**config.mk**
```make
export PLATFORM = sky130hd
export DESIGN_NAME = prog_run_ctrl
export DESIGN_NICKNAME = d
export VERILOG_FILES = /design/src/rtl/prog_run_ctrl_pkg.sv /design/src/rtl/prog_run_ctrl_rr_arbiter.sv /design/src/rtl/prog_run_ctrl.sv
export SDC_FILE = /design/constraint.sdc
export NUM_CORES = 1
export LEC_CHECK = 0
export ABC_AREA = 1
export CAP_MARGIN = 30
export CELL_PAD_IN_SITES_DETAIL_PLACEMENT = 1
export CELL_PAD_IN_SITES_GLOBAL_PLACEMENT = 1
export CORE_ASPECT_RATIO = 0.8
export CORE_UTILIZATION = 41
export DETAILED_ROUTE_END_ITERATION = 10
export PLACE_DENSITY = 0.9
export SLEW_MARGIN = 20
export SYNTH_ARGS = -nofsm -noshare
export SYNTH_HDL_FRONTEND = slang
export SYNTH_HIERARCHICAL = 1
export SYNTH_SLANG_ARGS = --single-unit
```
**constraint.sdc**
```tcl
create_clock -name CLK -period 2.19 [get_ports CLK]
set_input_delay 0.438 -clock CLK [delete_from_list [all_inputs] [get_ports CLK]]
set_output_delay 0.438 -clock CLK [all_outputs]
set_load 0.02 [all_outputs]
```
**src/rtl/prog_run_ctrl_pkg.sv**
```systemverilog
// rtl/prog_run_ctrl_pkg.sv - shared state type and index helper for the run controller
package prog_run_ctrl_pkg;

  typedef enum logic [2:0] {IDLE, INIT, RUN, ABORT, FIN} run_state_t;

  // Round-robin scan position: step places after base, wrapping at n.
  function automatic int rr_wrap(input int base, input int step, input int n);
    return (base + step) % n;
  endfunction

endpackage

```
**src/rtl/prog_run_ctrl_rr_arbiter.sv**
```systemverilog
// rtl/prog_run_ctrl_rr_arbiter.sv - combinational round-robin pick starting after the last owner
module rr_arbiter
  import prog_run_ctrl_pkg::*;
#(
  parameter int N_REQ = 3
) (
  input  logic [N_REQ-1:0]         req,
  input  logic [$clog2(N_REQ)-1:0] last,
  output logic [N_REQ-1:0]         gnt_next,
  output logic [$clog2(N_REQ)-1:0] idx_next
);

  localparam int IDX_W = $clog2(N_REQ);

  int   idx;
  logic found;

  always_comb begin
    gnt_next = '0;
    idx_next = '0;
    found    = 1'b0;
    idx      = 0;
    // The previous owner is scanned last, so it only wins when nobody else asks.
    for (int i = 1; i <= N_REQ; i++) begin
      idx = rr_wrap(int'(last), i, N_REQ);
      if (!found && req[IDX_W'(idx)]) begin
        found                 = 1'b1;
        gnt_next[IDX_W'(idx)] = 1'b1;
        idx_next              = IDX_W'(idx);
      end
    end
  end

endmodule

```
**src/rtl/prog_run_ctrl.sv**
```systemverilog
// rtl/prog_run_ctrl.sv - shares one datapath between requesters and sequences start, run and watchdog
module prog_run_ctrl
  import prog_run_ctrl_pkg::*;
#(
  parameter int N_REQ     = 3,
  parameter int START_CYC = 2,
  parameter int CNT_W     = 16,
  parameter int MAX_CYC   = 50000
) (
  input  logic                     CLK,
  input  logic                     reset,
  input  logic [N_REQ-1:0]         req,
  output logic [N_REQ-1:0]         grant,
  output logic [$clog2(N_REQ)-1:0] prog_sel,
  output logic                     dp_start,
  input  logic                     dp_done,
  output logic [N_REQ-1:0]         ack,
  output logic                     busy,
  output logic [CNT_W-1:0]         cycles,
  output logic                     timeout
);

  localparam int               IDX_W   = $clog2(N_REQ);
  localparam int               PH_W    = $clog2(START_CYC + 1);
  localparam logic [PH_W-1:0]  PH_LAST = PH_W'(START_CYC - 1);
  localparam logic [CNT_W-1:0] CNT_MAX = CNT_W'(MAX_CYC);

  run_state_t       state;
  logic [IDX_W-1:0] last;
  logic [PH_W-1:0]  phase;
  logic [CNT_W-1:0] run_cnt;
  logic [CNT_W-1:0] run_nxt;
  logic [N_REQ-1:0] gnt_next;
  logic [IDX_W-1:0] idx_next;

  rr_arbiter #(.N_REQ(N_REQ)) u_arb (
    .req      (req),
    .last     (last),
    .gnt_next (gnt_next),
    .idx_next (idx_next)
  );

  assign run_nxt = run_cnt + CNT_W'(1);

  always_ff @(posedge CLK or posedge reset) begin
    if (reset) begin
      state    <= IDLE;
      grant    <= '0;
      prog_sel <= '0;
      last     <= IDX_W'(N_REQ - 1);
      ack      <= '0;
      busy     <= 1'b0;
      cycles   <= '0;
      timeout  <= 1'b0;
      dp_start <= 1'b1;
      phase    <= '0;
      run_cnt  <= '0;
    end else begin
      case (state)
        IDLE: begin
          if (|req) begin
            grant    <= gnt_next;
            prog_sel <= idx_next;
            last     <= idx_next;
            busy     <= 1'b1;
            phase    <= '0;
            state    <= INIT;
          end
        end
        INIT: begin
          if (phase == PH_LAST) begin
            run_cnt  <= '0;
            dp_start <= 1'b0;
            state    <= RUN;
          end else begin
            phase <= phase + PH_W'(1);
          end
        end
        RUN: begin
          run_cnt <= run_nxt;
          // A done on the watchdog's final cycle still counts as a normal finish.
          if (dp_done) begin
            cycles  <= run_nxt;
            timeout <= 1'b0;
            ack     <= grant;
            state   <= FIN;
          end else if (run_nxt == CNT_MAX) begin
            dp_start <= 1'b1;
            state    <= ABORT;
          end
        end
        ABORT: begin
          // Result registers only move on the way into FIN.
          cycles   <= CNT_MAX;
          timeout  <= 1'b1;
          ack      <= grant;
          dp_start <= 1'b0;
          state    <= FIN;
        end
        FIN: begin
          ack      <= '0;
          grant    <= '0;
          busy     <= 1'b0;
          dp_start <= 1'b1;
          state    <= IDLE;
        end
        default: state <= IDLE;
      endcase
    end
  end

endmodule
```
==> run_results.csv, run 1 <==
group,metric,value,unit
placed_design,io_buffers,32,
critical_path,r2r_end,"dp_start$_DFFE_PP1P_",
clock_tree,cts_inserted_buffers,5,
critical_path,path_cells,"ha_2 > nand2_1 > nor2_1 > nand2_1 > nor2_1 > nand3_1 > nand2_1 > nand2_1 > nor2_1 > nand2_1 > nand2_2 > nand2_1 > nand2_1 > nand2_1",
critical_path,cp-start-kind,"register",
clock_tree,clock_sinks,49,
clock_tree,clk_latency,0.32,ns
yosys,async_flop_share,100,%
floorplan,ioPinCount,33,
critical_path,crit_type,"reg2reg",
timing,tightest_slew,0.551,ns
timing,finalCritPeriodShare,89.0,%
pwr,p_total,0.00385,W
timing,slew_headroom,63.2,%
pwr,max-vdd-ir-drop,0.637,mV
routing,vias,2532,
yosys,synth_seq_cells,49,
hold_path,hold_path.class,"in2async",
global_route,grt_pass1_vias,2521,
layout,nNetsFinal,411,
timing,finalMaxSlewViolations,0,
global_route,track_usage,22.8,%
yosys,ys.warnings.count,6,
routing,drc,0,
critical_path,worst_path_most_repeated_cell,"nand2_1",
floorplan,start_util,42.4,%
global_route,grt_max_degree,32,
yosys,synth_cells,360,
yosys,syn_nets,373,
yosys,synth_area_leader_cell,"dfrtp_1",
clock_tree,clk_pin_slew,0.10,ns
timing,hold_slack,0.434,ns
floorplan,core-area,6380,um^2
clock_tree,cts_resized,0,
critical_path,crit_family,"simple AND/OR/NAND/NOR gates",
critical_path,cp.depth,14,
critical_path,cpMaxStageDelayCell,"dfrtp_1",
layout,final_common_cell,"nand2_1",
global_route,gr-total-overflow,0,
floorplan,die_h,74.6,um
outcome,outcome,"finished clean",
critical_path,endpoint_kind,"register",
clock_tree,cts-root-buf,"clkbuf_8",
yosys,synthTopCellsByArea,"dfrtp_1 (43%), nand2_1 (13%), inv_1 (7.6%), nand3_1 (6.1%), o21ai_0 (4.6%)",
layout,drive_gt1_share,9.27,%
yosys,ys_types,27,
layout,synthToLayoutAreaGrowth,20.1,%
layout,num_antenna_cells,0,
critical_path,crit_fanout,5,
pwr,leakagePower,1.47,nW
floorplan,rows,26,
floorplan,die-area,6930,um^2
yosys,synth.top_cell.area_share,43.5,%
routing,avgViaCountPerCell,5.24,
critical_path,crit_arrival,2.20,ns
routing,first_pass_iters,4,
timing,period_needed,1.95,ns
yosys,synth_flop_cell,"dfrtp_1",
timing,fin_tns_setup,0,ns
routing,wl,7.39,mm
routing,initialDrtViolationCount,116,
routing,wl_per_cell,15.3,um
timing,clock_skew,0.0104,ns
clock_tree,cts_tree,"done",
layout,mostFrequentLayoutCells,"nand2_1 (97), inv_1 (54), dfrtp_1 (47)",
clock_tree,htreeDepth,2,
placed_design,place_congestion,0.808,
global_route,antenna_found_initial,0,
yosys,yosysSeqAreaShare,45.4,%
layout,fill_cells,828,
critical_path,crit_required,2.44,ns
critical_path,critical_path.max_stage_delay,0.43,ns
timing,setup_viol,0,
pwr,cellPowerDensity,1190,nW/um^2
yosys,syn_avg_cell_area,7.51,um^2
routing,antenna_left,0,
global_route,grt_pass1_wl,12.4,mm
yosys,syn_area,2700,um^2
timing,hold_viol,0,
clock_tree,cts_max_path_buffers,2,
clock_tree,postCtsSetupBuffers,0,
critical_path,rrSetupSlack,0.24,ns
timing,rsz0062_at_grt,"false",
critical_path,cp_num_buf_inv,0,
timing,fmax,513,MHz
job,drv_cap,0,
placed_design,dp_hpwl,5.59,mm
clock_tree,cts_hold_buf,0,
floorplan,die_w,92.8,um
yosys,synth_edf_count,0,
critical_path,r2r_cells,14,
critical_path,r2r-start,"run_cnt[0]$_DFFE_PP0P_",
flip-flops by register name, indices dropped and copies added (netlist names):
register	cells
timeout	1
grant	3
phase	2
run_cnt	16
ack	3
cycles	16
state	3
prog_sel	2
busy	1
dp_start	1
last	1
metrics by stage:
stage          instances  setup WS (ns)  instance area [um^2]  util, %
2_1_floorplan        360          0.582                  2700        -
4_1_cts              483          0.202                  3250     50.9
3_3_place_gp         475          0.290                  3160     49.5
3_5_place_dp         475          0.202                  3160     49.5
5_1_grt              483         0.0209                  3250     50.9
6_report             483          0.240                  3250     50.9
worst max-delay path by stage:
stage / from / to / slack, ns
after CTS: run_cnt[0]$_DFFE_PP0P_ / dp_start$_DFFE_PP1P_ / 0.20
after detailed placement: req[1] / phase[0]$_DFFE_PP0P_ / 0.20
after global placement: req[1] / phase[0]$_DFFE_PP0P_ / 0.29
after floorplan: reset / ack[0]$_DFFE_PP0P_ / 0.58
after global routing: run_cnt[0]$_DFFE_PP0P_ / dp_start$_DFFE_PP1P_ / 0.02
final: run_cnt[0]$_DFFE_PP0P_ / dp_start$_DFFE_PP1P_ / 0.24
Yosys cell counts, types with 2 or more instances:
cell / number
a21oi_1: 7
nand4_1: 7
nor2_4: 3
dfrtp_1: 47
clkbuf_1: 5
o21ai_1: 5
ha_1: 7
nand3_2: 2
dfstp_2: 2
nor2_2: 4
nor2_1: 27
nand2_1: 97
nand3_1: 33
inv_2: 5
o21ai_0: 25
o22ai_1: 14
inv_1: 55
nand2_2: 3
o31ai_1: 4
power by group:
group	internal (W)	switching, W	leakage [nW]
clock network	0.000228	0.000337	0.0445
logic	0.000718	0.00125	0.790
registers	0.00114	0.000175	0.638
per-layer routing:
metal	vias up	share of wire (%)	track usage (%)
li1	1230	-	-
met1	1247	50	33.7
met2	44	46	35.5
met3	11	2.7	2.83
met4	0	1.3	6.84
met5	-	0	0
logic make-up after synthesis:
group / synth area share, %
fa+ha+maj: 3.24
compound gates: 11.5
buf+inv: 9.49
xor+xnor: 0.324
flops: 45.4
simple gates: 30.0
final cells by class:
| cell class | count | area [um^2] | area share, % |
|---|---|---|---|
| sequential | 49 | 1230 | 37.8 |
| multi-input combinational | 244 | 1220 | 37.6 |
| timing repair buffer | 38 | 378 | 11.6 |
| inverter | 60 | 225 | 6.93 |
| tap | 84 | 105 | 3.24 |
| clock buffer | 5 | 68.8 | 2.12 |
| clock inverter | 3 | 21.3 | 0.655 |
No activity file was read; power rests on OpenSTA's default activity.
==> inputs of run 2 (changes only) <==
- CORE_MARGIN: default -> 3
==> run 2 against run 1 <==
  * Via count is 0.32% lower
  * Flip-flop and latch count stayed put
  * Cell count is 0.41% lower
  * Worst setup slack better by 0.025 ns
  * Count of clock-buffer cells in the layout is 1 higher
  * Core utilization is 2.4 points higher
  * Critical endpoint unchanged
==> run_results.csv, run 2 (synthesized netlist as in run 1, its figures left out) <==
group,metric,value,unit
outcome,outcome,"finished clean",
pwr,switching_share,44.6,%
floorplan,core-area,6130,um^2
critical_path,cp_num_buf_inv,0,
clock_tree,cts_hold_buf,0,
timing,fmax,520,MHz
global_route,gr-total-overflow,0,
pwr,seqPwrFrac,33.4,%
layout,seqCellArea,1230,um^2
timing,finalMaxSlewViolations,0,
timing,clock_skew,0.0128,ns
placed_design,place_area,3160,um^2
global_route,grt_pass1_vias,2666,
clock_tree,cts_tree,"done",
global_route,grt_max_degree,50,
layout,nNetsFinal,412,
routing,vias,2524,
critical_path,cp-start-kind,"register",
timing,rsz0062_at_grt,"false",
pwr,max-vdd-ir-drop,0.529,mV
critical_path,crit_type,"reg2reg",
clock_tree,clk_latency,0.31,ns
critical_path,path_cells,"ha_2 > nand2_1 > nor2_1 > nand2_1 > nor2_1 > nand3_1 > nand2_1 > nand2_1 > nor2_1 > nand2_1 > nand2_2 > nand2_1 > nand2_1 > nand2_1",
clock_tree,htreeDepth,2,
routing,antenna_left,0,
critical_path,crit_arrival,2.18,ns
pwr,clkPwrFrac,16.6,%
clock_tree,cts_max_path_buffers,2,
timing,fin_tns_setup,0,ns
critical_path,crit_required,2.44,ns
pwr,power_frac_comb,50.0,%
layout,final_common_cell,"nand2_1",
critical_path,critical_path.max_stage_delay,0.41,ns
clock_tree,cts_inserted_buffers,5,
pwr,leakagePower,1.49,nW
job,drv_cap,0,
clock_tree,postCtsSetupBuffers,0,
pwr,switching_power,0.00178,W
layout,fill_cells,788,
timing,slew_headroom,66.6,%
timing,finalCritPeriodShare,87.9,%
timing,period_needed,1.92,ns
global_route,track_usage,21.5,%
pwr,intPower,0.00221,W
routing,first_pass_iters,4,
pwr,cellPowerDensity,1220,nW/um^2
critical_path,crit_fanout,5,
placed_design,place_congestion,0.835,
clock_tree,clock_sinks,49,
global_route,grt_pass1_wl,13.3,mm
layout,design_area,3270,um^2
critical_path,cpMaxStageDelayCell,"dfrtp_2",
placed_design,io_buffers,32,
layout,num_antenna_cells,0,
floorplan,die_w,96.8,um
routing,wl,7.65,mm
hold_path,hold_path.class,"in2async",
layout,synthToLayoutAreaGrowth,21.0,%
timing,setup_viol,0,
critical_path,worst_path_most_repeated_cell,"nand2_1",
clock_tree,cts-root-buf,"clkbuf_8",
timing,hold_viol,0,
routing,wl_per_cell,15.9,um
clock_tree,clk_pin_slew,0.10,ns
critical_path,endpoint_kind,"register",
routing,drc,0,
placed_design,dp_hpwl,5.75,mm
layout,mostFrequentLayoutCells,"nand2_1 (97), inv_1 (54), dfrtp_1 (45)",
global_route,antenna_found_initial,0,
floorplan,die-area,7610,um^2
layout,multi_input_area,1220,um^2
floorplan,ioPinCount,33,
routing,avgViaCountPerCell,5.25,
layout,largestRegisters,"cycles x16, run_cnt x16",
floorplan,rows,25,
timing,tightest_slew,0.500,ns
critical_path,crit_family,"simple AND/OR/NAND/NOR gates",
floorplan,start_util,44.1,%
layout,drive_gt1_share,9.75,%
floorplan,die_h,78.6,um
routing,initialDrtViolationCount,168,
clock_tree,cts_resized,0,
## run 2: changes by cell type in the layout (fill, tap and decap cells not counted)
cell and change:
clkbuf_1 +1, dfrtp_1 -2, buf_4 +1, bufinv_16 +1, dfrtp_2 +2, inv_6 -1, clkinvlp_4 -1
## run 2: per-layer routing
metal / track usage, % / share of wire [%] / vias to the layer above
li1: - / - / 1234
met1: 30.3 / 50 / 1243
met2: 35.2 / 45 / 40
met3: 3.02 / 3.5 / 7
met4: 4.63 / 0.85 / 0
met5: 0 / 0 / -
## run 2: layout make-up
cell class / instances / share of cell area [%]
timing repair buffer: 39 / 11.8
inverter: 60 / 6.88
multi-input combinational: 244 / 37.3
tap: 81 / 3.10
sequential: 49 / 37.6
clock inverter: 2 / 1.07
clock buffer: 6 / 2.22
## run 2: per-stage QoR
step                      setup WS, ns  instances  power, W  utilization, %  hold slack (ns)
after floorplan                  0.582        360   0.00258               -            0.467
after CTS                        0.200        481   0.00400            53.3            0.496
final                            0.265        481   0.00400            53.4            0.477
after detailed placement         0.167        473   0.00332            51.5            0.478
after global placement           0.295        473   0.00324            51.5            0.464
after global routing            0.0435        481   0.00431            53.4            0.520
## run 2: path summary, 6_finish.rpt
| kind | from | to | slack (ns) | cells after the start |
|---|---|---|---|---|
| setup reg to reg | run_cnt[0]$_DFFE_PP0P_ | dp_start$_DFFE_PP1P_ | 0.27 | 14 |
| max in group asynchronous | reset | dp_start$_DFFE_PP1P_ | 1.43 | 3 |
| min in group CLK | timeout$_DFFE_PP0P_ | timeout$_DFFE_PP0P_ | 0.49 | 2 |
| setup / recovery | run_cnt[0]$_DFFE_PP0P_ | dp_start$_DFFE_PP1P_ | 0.27 | 14 |
| hold / removal | reset | run_cnt[2]$_DFFE_PP0P_ | 0.48 | 3 |
| hold reg to reg | timeout$_DFFE_PP0P_ | timeout$_DFFE_PP0P_ | 0.49 | 2 |
## run 2: power groups by stage
| stage | registers, W | logic, W | clock network (W) |
|---|---|---|---|
| floorplan | 0.00148 | 0.00110 | 0 |
| global placement | 0.00133 | 0.00191 | 0 |
| detailed placement | 0.00135 | 0.00198 | 0 |
| CTS | 0.00133 | 0.00201 | 0.000663 |
| global route | 0.00137 | 0.00223 | 0.000708 |
| finish | 0.00133 | 0.00200 | 0.000665 |
## run 2: tightest hold or removal path, stage by stage
cell and delay (ns):
clkdlybuf4s50_1 0.41, inv_2 0.07, buf_12 0.25
==> RTL edit 1: new RTL, settings of run 1 <==
Re-encode `run_state_t` (5 states) as one-hot, 5 bits wide.
--- a/src/rtl/prog_run_ctrl_pkg.sv
+++ b/src/rtl/prog_run_ctrl_pkg.sv
@@ -2,5 +2,5 @@
 package prog_run_ctrl_pkg;
 
-  typedef enum logic [2:0] {IDLE, INIT, RUN, ABORT, FIN} run_state_t;
+  typedef enum logic [4:0] {IDLE = 5'b00001, INIT = 5'b00010, RUN = 5'b00100, ABORT = 5'b01000, FIN = 5'b10000} run_state_t;
 
   // Round-robin scan position: step places after base, wrapping at n.
Behaviour: no difference found for any inputs over 4 cycles, from zero or initial values and one cycle with reset high; so few cycles prove little.
==> RTL edit 1 against run 1 <==
Setup slack got worse by 0.030 ns; design area rose by 2.3%; highest routed layer unchanged; wire length rose by 11%; synthesized area rose by 2.0%; combinational power fell by 26%; largest power group unchanged; first-iteration DRC count rose by 0.86%; sequential cell count rose by 2; clock skew fell by 0.0020 ns; total power fell by 14%; critical path type unchanged; clock power rose by 4.4%.
==> RTL edit 1: results <==
outcome:
  status: "complete, no violations"
global_routing:
  grt_pass1_wl_mm: 13.1
  grt.total_usage_pct: 24.9
  grt_pass1_vias: 2645
  grt_max_degree: 23
  antenna_found_initial: 0
worst_setup_path:
  path_delay_family: "simple AND/OR/NAND/NOR gates"
  crit_arrival_ns: 2.24
  max_stage_delay_ns: 0.43
  path_max_fanout: 5
  critical-path-slowest-cell: "dfrtp_1"
placed_design:
  dp_hpwl_mm: 6.48
  portBuffers: 32
  gp_congestion: 0.925
hold_path:
  hold_path.class: "primary input to asynchronous set/reset pin"
synthesis:
  async_reset_ff_share_pct: 100
  yosysSeqAreaShare_pct: 46.4
  syn_nets: 378
  synth.area.top_cells: "dfrtp_1 44%, nand2_1 13%, inv_1 6.8%"
  synthTopCellsByCount: "95 x nand2_1, 50 x inv_1, 48 x dfrtp_1"
  ys_types: 30
  yosysWarnings: 6
  synthFlopType: "dfrtp_1"
timing:
  fin_skew_ns: 0.00840
  hold_viol_final: 0
  worstMarginPinSlew_ns: 0.647
  finalCriticalPeriod_ns: 1.98
power_and_ir_drop:
  p_leak_nw: 1.50
  vdd_ir_drop_max_mv: 0.493
layout:
  finish.net_count: 421
  reg.largest.list: "cycles x16, run_cnt x16, state x5"
  drive_above_1_share_pct: 10.5
  diodes: 0
detailed_routing:
  routedWlPerCell_um: 16.6
  drtIter0Drc: 117
  vias_per_cell: 5.34
  dr.pass1.iters: 4
clock_network:
  clock_latency_ns: 0.32
  h-tree-depth: 2
  root_buffer: "clkbuf_8"
  post_cts_buffers: 0
  cts_buffer_depth: 2
  cts_buffers: 5
  cts_resized: 0
  path_clk_slew_ns: 0.10
-- RTL edit 1: final timing paths --
kind | from | to | slack [ns] | depth (start not counted)
worst max-delay path | run_cnt[0] | dp_start | 0.21 | 14
worst min-delay path | reset | grant[0] | 0.45 | 2
worst max register to register | run_cnt[0] | dp_start | 0.21 | 14
worst min register to register | dp_start | dp_start | 0.47 | 2
max in group asynchronous | reset | run_cnt[1] | 1.13 | 3
min in group CLK | dp_start | dp_start | 0.47 | 2
-- RTL edit 1: layout make-up --
cell class,instances,area [µm²]
Clock buffer,7,86.3
Multi-Input combinational cell,253,1240
Inverter,56,210
Timing Repair Buffer,41,388
Tap cell,84,105
Sequential cell,51,1280
Clock inverter,1,8.76
Fill cell,817,3120
-- RTL edit 1: routing by layer --
layer	part of all wire (%)	vias up	global-route usage [%]
met5	0	-	0
met3	4.7	13	3.99
met2	46	61	39.7
met1	48	1305	34.7
met4	1.7	0	9.23
li1	-	1256	-
-- RTL edit 1: stage by stage --
stage / cell area [µm²] / cells / worst slack, ns
after floorplan: 2760 / 365 / 0.527
after global placement: 3230 / 485 / 0.281
after detailed placement: 3230 / 485 / 0.144
after CTS: 3320 / 493 / 0.202
after global routing: 3320 / 493 / 0.0197
final: 3320 / 493 / 0.210
-- RTL edit 1: report_power, final --
part | total, mW | switching (mW) | leakage [nW] | internal [mW]
Combinational | 1.45 | 0.909 | 0.791 | 0.541
Sequential | 1.28 | 0.136 | 0.663 | 1.14
Clock | 0.590 | 0.331 | 0.0484 | 0.260
-- RTL edit 1: logic make-up after synthesis --
group	after synthesis	synth area share [%]
adder cells (fa/ha/maj)	7	3.17
AO/OA/AOI/OAI	51	10.3
buffers and inverters	61	8.48
XOR/XNOR	2	0.635
flip-flops	51	46.4
AND/OR/NAND/NOR	193	31.0
==> RTL edit 2: new RTL, config.mk and constraints of run 1 <==
Without the edit above. The parameter `START_CYC` goes from 2 to 1.
--- a/src/rtl/prog_run_ctrl.sv
+++ b/src/rtl/prog_run_ctrl.sv
@@ -4,5 +4,5 @@
 #(
   parameter int N_REQ     = 3,
-  parameter int START_CYC = 2,
+  parameter int START_CYC = 1,
   parameter int CNT_W     = 16,
   parameter int MAX_CYC   = 50000
Function: changed (a bounded check fails within 4 cycles, from zero or initial values and one cycle with reset high).
==> RTL edit 2 against run 1 <==
Count of clock-buffer cells in the layout is 1 higher; sequential cell count decreased by 2; setup slack better by 0.049 ns; highest routed layer unchanged; synthesized area fell by 3.9%; design area decreased by 2.2%; maximum frequency grew 2.6%; non-clock buffer count is the same; total power about the same; hold slack better by 0.038 ns; wire length about the same; critical path type is now flop to output port.
==> RTL edit 2: results <==
detailed_routing:
  wirelength_met1_mm: 3.36
  drtIter0Drc: 182
  wl_met2_mm: 3.63
  vias: 2478
  wl_met3_um: 288
  dr.pass1.iters: 4
  wl_mm: 7.40
clock_network:
  root_buffer: "clkbuf_8"
  h-tree-depth: 2
  cts_resized: 0
  cts_buffer_depth: 2
worst_setup_path:
  r2r-end: "state[0]"
  path_delay_family: "buffers and inverters"
  crit_arrival_ns: 1.46
  max_stage_delay_ns: 0.60
  r2r_start: "run_cnt[1]"
  critical-path-slowest-cell: "clkdlybuf4s50_1"
  startpoint: "dp_start"
  reg2reg_slack_ns: 0.29
  endpoint: "dp_start"
  rr_worst_depth: 13
  path_max_fanout: 2
global_routing:
  grtUsageMet2_pct: 42.9
  grt.total_usage_pct: 25.0
  grt_max_degree: 48
  grt_pass1_vias: 2572
  use_met1_pct: 32.9
  grt_pass1_wl_mm: 12.9
  use_met3_pct: 3.96
layout:
  diodes: 0
  drive_above_1_share_pct: 9.38
  finish.net_count: 395
  fillCellCount: 781
synthesis:
  yosysSeqAreaShare_pct: 45.4
  synth.area.top_cells: "dfrtp_1 43%, nand2_1 14%, inv_1 7.7%"
  ys_types: 29
  synth_xor_area_share_pct: 0
  synth-compound-area-share_pct: 11.2
  synth_fa_ha_area_share_pct: 2.89
  synth_mux_area_share_pct: 0
  synthTopCellsByCount: "94 x nand2_1, 53 x inv_1, 45 x dfrtp_1"
  syn_nets: 358
timing:
  fin_skew_ns: 0.0127
  worstMarginPinSlew_ns: 0.512
placed_design:
  gp_congestion: 0.841
  portBuffers: 32
  dp_hpwl_mm: 5.50
power_and_ir_drop:
  vdd_ir_drop_max_mv: 0.516
  p_leak_nw: 1.47
outcome:
  status: "complete, no violations"
==> RTL edit 2: cell types whose count changed after synthesis, sizes merged, moves of 3 or more <==
cell and delta:
nand3 -3, nor3 +5, inv -3, nor2 -4
==> RTL edit 2: final cells by class <==
class	count	area share, %
Clock buffer	6	2.60
Timing Repair Buffer	38	12.3
Multi-Input combinational cell	234	36.9
Tap cell	81	3.19
Clock inverter	2	1.22
Inverter	57	6.73
Sequential cell	47	37.1
==> RTL edit 2: power by group <==
part	leakage, nW	internal (mW)	switching [mW]
clock network	0.0618	0.376	0.317
registers	0.614	1.09	0.173
logic	0.790	0.690	1.20
==> RTL edit 2: per-stage QoR <==
stage,instances,worst slack [ns],instance area [µm²],hold slack [ns]
final,465,0.290,3180,0.472
after floorplan,346,0.552,2600,0.467
after global placement,457,0.331,3050,0.463
after CTS,465,0.247,3170,0.479
after detailed placement,457,0.199,3050,0.470
after global routing,465,0.0502,3180,0.483
